<file path="config.mk">
export PLATFORM = sky130hd
export DESIGN_NAME = encoder8x3_pending
export DESIGN_NICKNAME = d
export VERILOG_FILES = /design/src/rtl/encoder8x3_pending.sv
export SDC_FILE = /design/constraint.sdc
export NUM_CORES = 1
export LEC_CHECK = 0
export ABC_AREA = 1
export BUFFER_PORTS_ARGS = -buffer_cell sky130_fd_sc_hd__buf_2
export CAP_MARGIN = 15
export CORE_AREA = 2 2 42 59
export DETAILED_ROUTE_END_ITERATION = 8
export DIE_AREA = 0 0 44 61
export PLACE_DENSITY = 0.68
export SLEW_MARGIN = 20
export SYNTH_ARGS = -nofsm -noshare
export SYNTH_HDL_FRONTEND = slang
export SYNTH_SLANG_ARGS = --single-unit
export TNS_END_PERCENT = 5
</file>
<file path="constraint.sdc">
create_clock -name clk -period 6.9 [get_ports clk]
set_input_delay 0.69 -clock clk [delete_from_list [all_inputs] [get_ports clk]]
set_output_delay 0.69 -clock clk [all_outputs]
set_load 0.02 [all_outputs]
</file>
<file path="src/rtl/encoder8x3_pending.sv">
// Sequential 8-to-3 priority encoder: latches request lines into a pending
// register and offers the highest-priority eligible index over a valid/ack handshake.
//
// state | meaning
// IDLE  | no offer outstanding; loads code when any pending & mask bit is set
// OFFER | valid high, code frozen until ack
module encoder8x3_pending #(
    parameter bit STICKY     = 1'b1,
    parameter bit HIGH_FIRST = 1'b1
) (
    input  logic       clk,
    input  logic       rst,
    input  logic [7:0] req,
    input  logic [7:0] mask,
    input  logic       ack,
    output logic [2:0] code,
    output logic       valid,
    output logic [7:0] pending,
    output logic       multi
);

    typedef enum logic {
        IDLE  = 1'b0,
        OFFER = 1'b1
    } state_t;

    state_t     state_q;
    logic [7:0] pending_q, pending_d;
    logic [2:0] code_q;
    logic       valid_q;

    logic [7:0] elig;
    logic [7:0] clr;
    logic [2:0] sel_idx;
    logic [3:0] elig_cnt;

    assign elig = pending_q & mask;

    always_comb begin
        sel_idx = 3'd0;
        if (HIGH_FIRST) begin
            for (int i = 0; i < 8; i++) begin
                if (elig[i]) sel_idx = 3'(i);
            end
        end else begin
            for (int i = 7; i >= 0; i--) begin
                if (elig[i]) sel_idx = 3'(i);
            end
        end
    end

    always_comb begin
        elig_cnt = 4'd0;
        for (int i = 0; i < 8; i++) begin
            elig_cnt = elig_cnt + {3'd0, elig[i]};
        end
    end

    assign multi = (elig_cnt >= 4'd2);

    // A request arriving alongside its own clear is a new event and survives.
    always_comb begin
        clr = 8'd0;
        if (valid_q && ack) clr = 8'd1 << code_q;
        if (STICKY) pending_d = (pending_q & ~clr) | req;
        else        pending_d = req;
    end

    always_ff @(posedge clk) begin
        if (rst) begin
            state_q   <= IDLE;
            pending_q <= 8'd0;
            code_q    <= 3'd0;
            valid_q   <= 1'b0;
        end else begin
            pending_q <= pending_d;
            case (state_q)
                IDLE: begin
                    if (elig != 8'd0) begin
                        code_q  <= sel_idx;
                        valid_q <= 1'b1;
                        state_q <= OFFER;
                    end
                end
                OFFER: begin
                    if (ack) begin
                        valid_q <= 1'b0;
                        state_q <= IDLE;
                    end
                end
                default: begin
                    valid_q <= 1'b0;
                    state_q <= IDLE;
                end
            endcase
        end
    end

    assign code    = code_q;
    assign valid   = valid_q;
    assign pending = pending_q;

endmodule

</file>
# Yosys cells after proc, flatten, opt, wreduce, memory -nomap -nowiden

Cells that the tools add are included.

Bits in registers: 13
Latch bits: 0
Memory bits (writable): 0
Bits in read-only memories: 0
Input port bits: 19
Output and inout port bits: 13
Word-level logic and storage cells: 38
Memories kept: 0

Add/sub/neg operators: 7
Multiply operators: 0
Divide/modulo/power cells: 0
Magnitude comparators: 1
Eq/ne operators: 2
Shifts and indexed selects: 1
Mux-type cells: 14
Bitwise gates (word level): 5
Reductions and logical operators: 4

Operator list:

| cell                | number |
|---|---|
| $mux 3              | 6 |
| $add 4x1->4         | 4 |
| $and 8x8->8         | 2 |
| $mux 8              | 1 |
| $not 8->8           | 1 |
| $or 8x8->8          | 1 |
| $reduce_bool 8->1   | 1 |
| $shl 1x3->8 const A | 1 |
| $mux 1              | 5 |
| $add 3x1->4         | 1 |
| $ge 4x2->1 const B  | 1 |
| $ne 2x2->1 const B  | 2 |
| $pmux 1 s2          | 2 |
| $reduce_and 2->1    | 2 |
| $add 2x1->3         | 1 |
| $add 1x1->2         | 1 |
| $logic_and 1x1->1   | 1 |
| $not 1->1           | 1 |

# Depth between registers and ports, before layout

Gate-level depths: netlist (run 1).

Depth after elaboration: 9
Mapped depth: 11
Gate-level depth less buffers: 11

# Worst setup path before layout (run 1)

OpenSTA, ideal clock, no wires.

Kind: input to output
From: in mask[3]
To: out multi
Arrival: 3.258 ns
Path slack: 2.952 ns
Stages: 10
Buffers on the path: 0
Path through: nand2_2 -> fa_1 -> fa_1 -> fa_1 -> inv_1 -> ha_1 -> fa_1 -> nor2_1 -> a21oi_1 -> or2_2

Longest elaborated chain between the ends: 7

RTL lines:

| what                     | line | RTL |
|---|---|---|
| start: declaration       | 14   | `input logic [7:0] mask,` |
| $and 8x8->8              | 37   | `assign elig = pending_q & mask;` |
| $add 3x1->4              | 55   | `elig_cnt = elig_cnt + {3'd0, elig[i]};` |
| $add 4x1->4 (4 in a row) | 55   |  |
| $ge 4x2->1               | 59   | `assign multi = (elig_cnt >= 4'd2);` |
| end: declaration         | 19   | `output logic multi` |

Every way passes these cells.

# Worst setup path in the final report (run 1)

Ends and elaborated chain as after synthesis.

==> impl_metrics.ini, run 1 <==
[global_routing]
grt_pass1_vias = 756
grt_overflow_total = 0
grt_pass1_wl_um = 3080
grt_start_max_net_pins = 11
grt_usage = 0.155
antenna_found_initial = 0

[detailed_routing]
drc = 0
wirelength_um = 1840
dr.pass1.iters = 2
ant_nets = 0
drt-wirelength-per-cell_um = 11.3
viasPerCell = 4.68
first_iter_violations = 7
vias = 763

[critical_path]
path_class = primary input to output pin
critical_path.startpoint_type = primary input
cp_slowest_cell = fa_1
rrSetupSlack_ps = 5660
path_buf_inv = 3
critPathMaxStageDelay_ps = 560
cp_max_fo = 4
endpoint_kind = output pin
cp_cell_sequence = buf_2 -> nand2_2 -> fa_1 -> fa_1 -> fa_1 -> inv_1 -> ha_1 -> fa_1 -> nor2_1 -> a21oi_1 -> or2_2 -> buf_2
path_delay_family = adder cells
required_ps = 6210
crit_top_cell = fa_1
cp.arrival_ps = 3520

[cts]
hold_buffers = 0
cts_setup_buffers = 0
cts_buffers = 3
cts_sinks = 13
cts_tree = yes
path_clk_slew_ps = 80
cts-resized-gates = 0
clock_latency_ps = 270
cts-htree-levels = 1
cts_root_buf = clkbuf_4
cts_buffer_depth = 2

[power_and_ir_drop]
powerDensity_nw_per_um2 = 202
power_leakage_nw = 0.592
irDropWorstVdd_mv = 0.0839
p_total_w = 0.000206

[sta]
setup_violations = 0
finClkSkew_ps = 4.18
tightestPinTransition_ps = 217
slew_viol_final = 0
hold_viol = 0
slew-limit-headroom = 0.855
rsz0062_at_grt = no
period_share = 0.610
fmax_mhz = 238
tns_ps = 0
fin_crit_ps = 4210

[worst_hold_path]
hp-class = register to register

[yosys]
syn_inst = 107
syn_area_per_cell_sq_um = 7.62
syn-num-nets = 134
netlist_area_sq_um = 816
yosysWarnings = 0
ys_seq_area_frac = 0.319
ys_ff_latch = 13
ys_types = 19

[finish]
instances_no_fill = 163
drive_gt1_frac = 0.348
final_cell_mix = 31 x buf_2, 21 x inv_1, 19 x nand2_1, 13 x dfxtp_1, 12 x a21oi_1
antenna_cells = 0
area_growth_pct = 25.0
final_net_count = 169
fill_cells = 214
mostFrequentLayoutCell = buf_2

[floorplanning]
rows = 20
start_util = 0.379
chipHeight_um = 61
die_w_um = 44
dieArea_sq_um = 2680
core_area_sq_um = 2150
io_pins = 32

[placement]
place.gp.congestion = 0.757
placedCellCount = 159
numPortBuffers = 31
hpwl_um = 1560

[job]
drv_cap = 0

[run_status]
status = finished clean
-- Yosys cell counts --
library cell  count  share of area
dfxtp_1          13           0.32
ha_1              4          0.061
or2_2             1         0.0077
o21ai_0           8          0.049
nand2_1          19          0.087
o21bai_1          1         0.0092
a21oi_1          12          0.074
fa_1              4          0.098
buf_2             1         0.0061
a21oi_2           1          0.011
nor2_1            5          0.023
nand3b_1          1         0.0092
nand3_1           2          0.012
nand2_2           6          0.046
nor3_1            1         0.0061
inv_1            21          0.097
nand2_4           4          0.055
nor2_2            2          0.015
nor2_4            1          0.014
-- sequential cells by signal, indices dropped and copies added (netlist names) --
register and count:
valid 1, state_q 1, pending 8, code 3
-- cell type report --
class	instances	area, sq um	share of cell area
multi-input combinational	72	472	0.463
sequential	13	260	0.255
timing repair buffer	31	155	0.152
inverter	21	78.8	0.0773
tap	22	27.5	0.0270
clock buffer	4	26.3	0.0258
-- worst paths after layout --
check	from	end	cells after the start
max	mask[3]	multi	12
min	valid$_SDFFE_PP0P_	valid$_SDFFE_PP0P_	2
max reg2reg	pending[1]$_SDFF_PP0_	code[1]$_SDFFE_PP0P_	8
min reg2reg	valid$_SDFFE_PP0P_	valid$_SDFFE_PP0P_	2
-- report_power, final --
group           total, W  leakage, nW  internal (W)  switching (W)
clock network  0.0000482       0.0150     0.0000224      0.0000259
logic          0.0000691        0.468     0.0000268      0.0000423
registers      0.0000885        0.109     0.0000822     0.00000624
-- metal layers --
metal / up-vias / share of wire / track usage
met1: 356 / 0.41 / 0.176
li1: 396 / - / -
met3: 2 / 0.017 / 0.0119
met5: - / 0 / 0
met2: 9 / 0.56 / 0.282
met4: 0 / 0.016 / 0.0909
-- stage by stage --
| stage | setup slack [ps] | instance area (sq um) | utilization | hold slack (ps) |
|---|---|---|---|---|
| CTS | 2680 | 1020 | 0.474 | 487 |
| finish | 2690 | 1020 | 0.474 | 485 |
| detailed placement | 2670 | 993 | 0.462 | 477 |
| global placement | 2750 | 993 | 0.462 | 467 |
| global route | 2570 | 1020 | 0.474 | 515 |
| floorplan | 2950 | 816 | - | 476 |
-- worst min-delay path: stages, from the launching register on --
cell and delay (ps):
dfxtp_1 340, inv_1 60, a21oi_1 50
-- kinds of logic after synthesis --
logic type / synth area share
simple gates: 0.276
compound gates: 0.143
buf+inv: 0.103
flops: 0.319
fa+ha+maj: 0.160
(Power assumes the default switching activity.)
==> inputs of run 2 (changes only) <==
PLACE_DENSITY = 0.7   (was 0.68)
clock period = 3.69 ns   (was 6.9 ns; I/O delays follow)
==> run 2 against run 1 <==
  * The run now ends with setup timing left
  * Hold slack worse by 170 ps
  * Die area did not move
  * Critical path depth decreased by 1
  * Core utilization increased by 3.0 points
  * Worst setup slack got worse by 2700 ps
  * Clock power grew 90%
  * Sequential power increased by 88%
  * Register-to-register slack got worse by 3300 ps
  * Via count increased by 3.5%
  * Global-route usage down 0.61 points
  * Largest cell class unchanged
==> impl_metrics.ini, run 2 (same netlist as run 1, synthesis figures left out) <==
[run_status]
status = finished with violations
violations = setup timing

[critical_path]
cp_cell_sequence = nand2_4 -> fa_1 -> fa_1 -> fa_1 -> inv_2 -> ha_4 -> fa_2 -> nor2_1 -> a21oi_1 -> or2_4 -> buf_6
path_class = register to output pin
critical_path.startpoint_type = register
critPathMaxStageDelay_ps = 540
rrSetupSlack_ps = 2380
required_ps = 3320
reg2reg_depth = 9
endpoint_kind = output pin
crit_top_cell = fa_1
cp_max_fo = 3
path_delay_family = adder cells
cp.arrival_ps = 3340
path_buf_inv = 2
cp_slowest_cell = fa_1
timing.rr.end = code[1]$_SDFFE_PP0P_
r2r-start = pending[1]$_SDFF_PP0_

[sta]
fin_crit_ps = 3710
rsz0062_at_grt = yes
fin_ws_ps = -17.9
tightestPinTransition_ps = 200
hold_viol = 0
slew-limit-headroom = 0.867
fmax_mhz = 270
setup_violations = 1
slew_viol_final = 0
finClkSkew_ps = 3.18
period_share = 1.00

[cts]
cts_sinks = 13
cts-htree-levels = 1
hold_buffers = 0
cts_tree = yes
clock_latency_ps = 280
cts_buffer_depth = 2
cts_buffers = 3
path_clk_slew_ps = 90
cts_root_buf = clkbuf_4

[placement]
dp_slack_ps = 99.6
numPortBuffers = 31
place.gp.congestion = 0.774
placedCellCount = 159
hpwl_um = 1520
placed_cell_area_sq_um = 993

[detailed_routing]
viasPerCell = 4.76
wirelength_um = 1860
first_iter_violations = 12
drt-wirelength-per-cell_um = 11.2
ant_nets = 0
drc = 0
vias = 790
dr.pass1.iters = 4

[finish]
final_cell_mix = 30 x buf_2, 20 x inv_1, 18 x nand2_1, 12 x a21oi_1, 11 x dfxtp_1
mostFrequentLayoutCell = buf_2
fill_cells = 208
post-route-util = 0.503
final_area_sq_um = 1080
area_growth_pct = 32.8
antenna_cells = 0
largest_reg_flops = 8
drive_gt1_frac = 0.403
final_net_count = 172
instances_no_fill = 166

[worst_hold_path]
whs_path_depth = 3
hp-start = req[3]
min_to = pending[3]$_SDFF_PP0_
hp-class = primary input to register

[power_and_ir_drop]
powerDensity_nw_per_um2 = 376
irDropWorstVdd_mv = 0.202
power_leakage_nw = 0.617

[global_routing]
grt_start_max_net_pins = 11
grt_overflow_total = 0
grt_pass1_vias = 761
antenna_found_initial = 0
grt_pass1_wl_um = 2990
grt_usage = 0.149

[floorplanning]
start_util = 0.379
dieArea_sq_um = 2680
chipHeight_um = 61
core_area_sq_um = 2150
rows = 20
die_w_um = 44
io_pins = 32

[job]
drv_cap = 0
==> run 2: timing repair <==
item	CTS	global route
gates cloned	0	0
gates resized for setup	4	9
setup endpoints to repair	1	1
setup buffers	1	2
pin swaps	0	7
==> run 2: worst min-delay path, cell delays in order <==
cell and delay (ps):
buf_2 100, inv_1 40, a21oi_1 50
==> run 2: cell type report <==
cell class | count | area [sq um] | area share
Inverter | 21 | 78.8 | 0.0727
Multi-Input combinational cell | 72 | 502 | 0.463
Timing Repair Buffer | 34 | 184 | 0.170
Sequential cell | 13 | 265 | 0.245
Tap cell | 22 | 27.5 | 0.0254
Clock buffer | 4 | 26.3 | 0.0242
==> run 2: per-stage QoR <==
stage	hold WS, ps	total power, W	TNS, ps
4_1_cts	318	0.000389	-16.7
6_report	312	0.000407	-17.9
5_1_grt	334	0.000434	-143
2_1_floorplan	476	0.000258	0
3_3_place_gp	466	0.000295	0
3_5_place_dp	477	0.000299	0
==> run 2: how the worst max path moves through the flow <==
stage	start	endpoint	slack (ps)	cells past startpoint
5_1_grt	pending[1]$_SDFF_PP0_	multi	-140	11
4_1_cts	pending[3]$_SDFF_PP0_	multi	-20	11
3_5_place_dp	mask[3]	multi	100	12
6_report	pending[1]$_SDFF_PP0_	multi	-20	11
2_1_floorplan	pending[3]$_SDFF_PP0_	multi	260	10
3_3_place_gp	mask[3]	multi	180	12
==> run 2: where the power goes <==
part	switching (W)	internal, W	total, W
Combinational	0.0000856	0.0000635	0.000149
Clock	0.0000498	0.0000419	0.0000918
Sequential	0.0000124	0.000154	0.000166
==> run 2: routing by layer <==
layer | wire length (um) | track usage
met3 | 33 | 0.00893
met1 | 742 | 0.166
met2 | 1040 | 0.273
met5 | 0 | 0
met4 | 47 | 0.0909
